$ cat src/rtl/rng_share_ctrl.sv
// Seeds an external RNG, discards warm-up samples, then hands every sample to
// exactly one requester in round-robin order so each consumer gets an independent stream.
module rng_share_ctrl #(
  parameter int NREQ   = 4,
  parameter int XW     = 12,
  parameter int WARMUP = 6
) (
  input  logic            clk,
  input  logic            reset,
  input  logic            seed_load,
  input  logic [23:0]     seed_a,
  input  logic [15:0]     seed_b,
  output logic [23:0]     rng_data,
  output logic [15:0]     rng_data2,
  output logic            rng_run,
  input  logic [XW-1:0]   rng_x,
  input  logic [NREQ-1:0] req,
  output logic [NREQ-1:0] gnt,
  output logic [XW-1:0]   sample,
  output logic            sample_valid,
  output logic            ready,
  output logic [15:0]     drop_cnt
);

  localparam int PW = (NREQ > 1) ? $clog2(NREQ) : 1;
  localparam logic [7:0] WARM_LAST = 8'(WARMUP - 1);

  typedef enum logic [1:0] {IDLE, LOAD, WARM, SERVE} state_t;

  state_t          state, state_nxt;
  logic [7:0]      warm_cnt;
  logic [PW-1:0]   ptr;
  logic [PW-1:0]   pick;
  logic            found;
  logic [NREQ-1:0] gnt_nxt;
  logic            serve_p0;
  int              idx;

  function automatic logic [15:0] sat_inc16(input logic [15:0] v);
    return (v == 16'hFFFF) ? v : v + 16'd1;
  endfunction

  // Round-robin search starting one past the last granted requester
  always_comb begin
    pick    = ptr;
    found   = 1'b0;
    gnt_nxt = '0;
    idx     = 0;
    for (int i = 1; i <= NREQ; i++) begin
      idx = int'(ptr) + i;
      if (idx >= NREQ) idx = idx - NREQ;
      if (!found && req[PW'(idx)]) begin
        found   = 1'b1;
        pick    = PW'(idx);
        gnt_nxt = NREQ'(1) << idx;
      end
    end
  end

  always_comb begin
    state_nxt = state;
    rng_run   = 1'b0;
    ready     = 1'b0;
    case (state)
      IDLE:  if (seed_load) state_nxt = LOAD;
      LOAD:  state_nxt = WARM;
      WARM: begin
        rng_run = 1'b1;
        if (seed_load)                  state_nxt = LOAD;
        else if (warm_cnt == WARM_LAST) state_nxt = SERVE;
      end
      SERVE: begin
        rng_run = 1'b1;
        ready   = 1'b1;
        if (seed_load) state_nxt = LOAD;
      end
      default: state_nxt = IDLE;
    endcase
  end

  // A reseed pre-empts serving on the same edge, so grants drop the next cycle
  assign serve_p0 = (state == SERVE) && !seed_load;

  always_ff @(posedge clk or posedge reset) begin
    if (reset) begin
      state        <= IDLE;
      rng_data     <= '0;
      rng_data2    <= '0;
      warm_cnt     <= '0;
      ptr          <= PW'(NREQ - 1);
      gnt          <= '0;
      sample       <= '0;
      sample_valid <= 1'b0;
      drop_cnt     <= '0;
    end else begin
      state <= state_nxt;
      if (seed_load && state != LOAD) begin
        rng_data  <= seed_a;
        rng_data2 <= seed_b;
      end
      warm_cnt     <= (state == WARM) ? warm_cnt + 8'd1 : '0;
      gnt          <= serve_p0 ? gnt_nxt : '0;
      sample_valid <= serve_p0 && found;
      if (serve_p0) begin
        sample <= rng_x;
        if (found) ptr      <= pick;
        else       drop_cnt <= sat_inc16(drop_cnt);
      end
    end
  end

endmodule

$ cat config.mk
export PLATFORM = sky130hd
export DESIGN_NAME = rng_share_ctrl
export DESIGN_NICKNAME = d
export VERILOG_FILES = /design/src/rtl/rng_share_ctrl.sv
export SDC_FILE = /design/constraint.sdc
export NUM_CORES = 1
export LEC_CHECK = 0
export CAP_MARGIN = 40
export CORE_AREA = 10 10 122 124
export DETAILED_ROUTE_END_ITERATION = 6
export DIE_AREA = 0 0 132 134
export PLACE_DENSITY_LB_ADDON = 0.25
export SLEW_MARGIN = 10
export SYNTH_ARGS = -nofsm -noshare
export SYNTH_HDL_FRONTEND = slang
export SYNTH_SLANG_ARGS = --single-unit
$ cat constraint.sdc
create_clock -name clk -period 6.1 [get_ports clk]
set_input_delay 0.61 -clock clk [delete_from_list [all_inputs] [get_ports clk]]
set_output_delay 0.61 -clock clk [all_outputs]
set_load 0.1 [all_outputs]
==> reports/results.ini <==
[placement]
place.gp.congestion=0.770
dp_hpwl_um=9010
io_buffer_count=133
place_ws_ns=2.98

[sta]
slew_viol_final=0
min_period_ns=3.10
final_hold_viol_count=0
setup_violations=0
worst_pin_slew_ns=0.777
fin_setup_tns_ns=0
fmax_ghz=0.322
holdWs_ns=0.479
min_period_over_period=0.509
slew-limit-headroom=0.482
setup_slack_ns=3.00
rsz0062_at_grt=no
clock_skew_ns=0.0108

[clock_network]
clock_sinks=85
cts_tree=done
cts_buffer_depth=2
cts_setup_buffers=0
insertion_delay_ns=0.34
cts.clk_slew.worst_paths_ns=0.07
cts_resized=0
htreeDepth=3
cts_buffers=9
hold_buffers=0
cts_root_buffer=clkbuf_16

[yosys]
syn_inst=315
synth_xor_area_frac=0.0497
syn-num-nets=389
syn_area_per_cell_um2=12.3
yosysTopAreaCell=dfrtp_1
ys_ff_latch=85
ys_types=35
yosysWarnings=0
netlist_area_um2=3870
synth_simple_gate_area_share=0.125
synth_top_family_by_area=multiplexers
synth_seq_area_share=0.550
synth.area.top_cells=dfrtp_1 (54%), mux2_2 (13%), ha_1 (4.8%)
synth_fa_ha_area_frac=0.0484
synthMuxAreaShare=0.166
synth_top_area_frac=0.536
synth_ff_type=dfrtp_1
synth_compound_area_frac=0.0365
async_reset_ff_frac=1.00
synth_edf_count=0

[final_layout]
post-route-util=0.578
syn2layout_area_growth_pct=86.1
diodes=0
fill_cells=1001
drive_above_1_share=0.282
final_cell_mix=clkdlybuf4s50_1 (133), dfrtp_1 (83), buf_8 (46)
fin_nets=600
final_common_cell=clkdlybuf4s50_1

[detailed_routing]
vias=3137
drc=0
drt_pass1_iterations=4
wl_um=11200
routed_via_density=4.46
drt_iter0_drc=131
ant_nets=0
routedWlPerCell_um=16.0

[setup_path]
crit_arrival_ns=3.36
endpoint_kind=register
start_kind=register
reg2reg_depth=7
rr_endpoint=drop_cnt[9]
path_class=reg2reg
critPathLaunch=ptr[0]
regToRegSetupSlack_ns=3.00
r2r-start=ptr[0]
crit_path_end=drop_cnt[9]
cp_max_fo=12
critical_path_required_ns=6.36

[die]
die_w_um=132
die_area_um2=17700
fp-row-count=41
start_util=0.311
die_h_um=134
core_area_um2=12500
io-pin-count=134

[global_routing]
grt_overflow=0
grt_pass1_vias=3397
grt_pass1_wl_um=18700
grt_usage=0.132
antenna_found_initial=0
grt_max_degree=48

[outcome]
status=finished, final reports clean

[worst_hold_path]
hold_class=reg2reg

[job]
maxCapViolations=0

[how the worst min path moves through the flow]
stage                     start          end  slack [ns]  cells past startpoint
floorplan           warm_cnt[0]  warm_cnt[0]        0.45                      1
global placement      sample[3]    sample[3]        0.46                      2
detailed placement    sample[6]    sample[6]        0.47                      2
CTS                   sample[2]    sample[2]        0.48                      2
global route          sample[4]    sample[4]        0.50                      2
finish                sample[2]    sample[2]        0.48                      2
[stage by stage]
stage	std cells	cell area [um^2]
3_5_place_dp	687	6930
3_3_place_gp	610	5390
6_report	703	7210
5_1_grt	703	7210
2_1_floorplan	315	3870
4_1_cts	703	7210
[routing by layer]
layer  vias to the layer above  GRT usage  part of all wire  routed length, um
met3                        11     0.0377             0.053                594
met2                        98      0.215              0.49               5480
li1                       1500          -                 -                  -
met5                         -          0                 0                  0
met4                         0     0.0451             0.013                144
met1                      1528      0.164              0.45               5010
[layout make-up]
| class | count | area, um^2 | area share |
|---|---|---|---|
| Tap cell | 172 | 215 | 0.0299 |
| Timing Repair Buffer | 212 | 2890 | 0.401 |
| Clock inverter | 7 | 50.0 | 0.00694 |
| Clock buffer | 9 | 225 | 0.0312 |
| Sequential cell | 85 | 2130 | 0.295 |
| Inverter | 11 | 42.5 | 0.00590 |
| Multi-Input combinational cell | 207 | 1660 | 0.230 |
[sequential cells by signal, indices dropped and copies added (netlist names)]
| register | flops |
|---|---|
| warm_cnt | 8 |
| rng_data | 24 |
| gnt | 4 |
| ptr | 2 |
| rng_data2 | 16 |
| sample_valid | 1 |
| state | 2 |
| drop_cnt | 16 |
| sample | 12 |
[worst max-delay path, cell delays in order (launching register included)]
cell and delay (ns):
dfstp_2 0.69, inv_1 0.15, ha_1 0.39, mux4_2 0.67
nor4_4 0.43, o211ai_4 0.19, nor4_1 0.32, xor2_1 0.17
[synth_stat cells, types with 5 or more instances]
| cell | instances |
|---|---|
| nand3_1 | 9 |
| nor2b_1 | 5 |
| a21oi_1 | 7 |
| nor2_1 | 9 |
| xor2_1 | 12 |
| mux2i_1 | 6 |
| dfrtp_1 | 83 |
| xnor2_1 | 10 |
| nand2_1 | 45 |
| ha_1 | 15 |
| and2_1 | 8 |
| inv_1 | 11 |
| mux2_2 | 43 |
| clkbuf_1 | 9 |
| nor3_1 | 5 |
[cell families after synthesis]
family / Yosys count
xor gates and xnor gates: 22
buffers and inverters: 23
DFF: 85
adders and majority gates: 15
muxes: 53
and+or+nand+nor: 98
AOI/OAI and AO/OA: 19
Power is left out: the tool's default activity adds up to more than one toggle a clock period on the data nets, which glitch-free logic cannot reach.
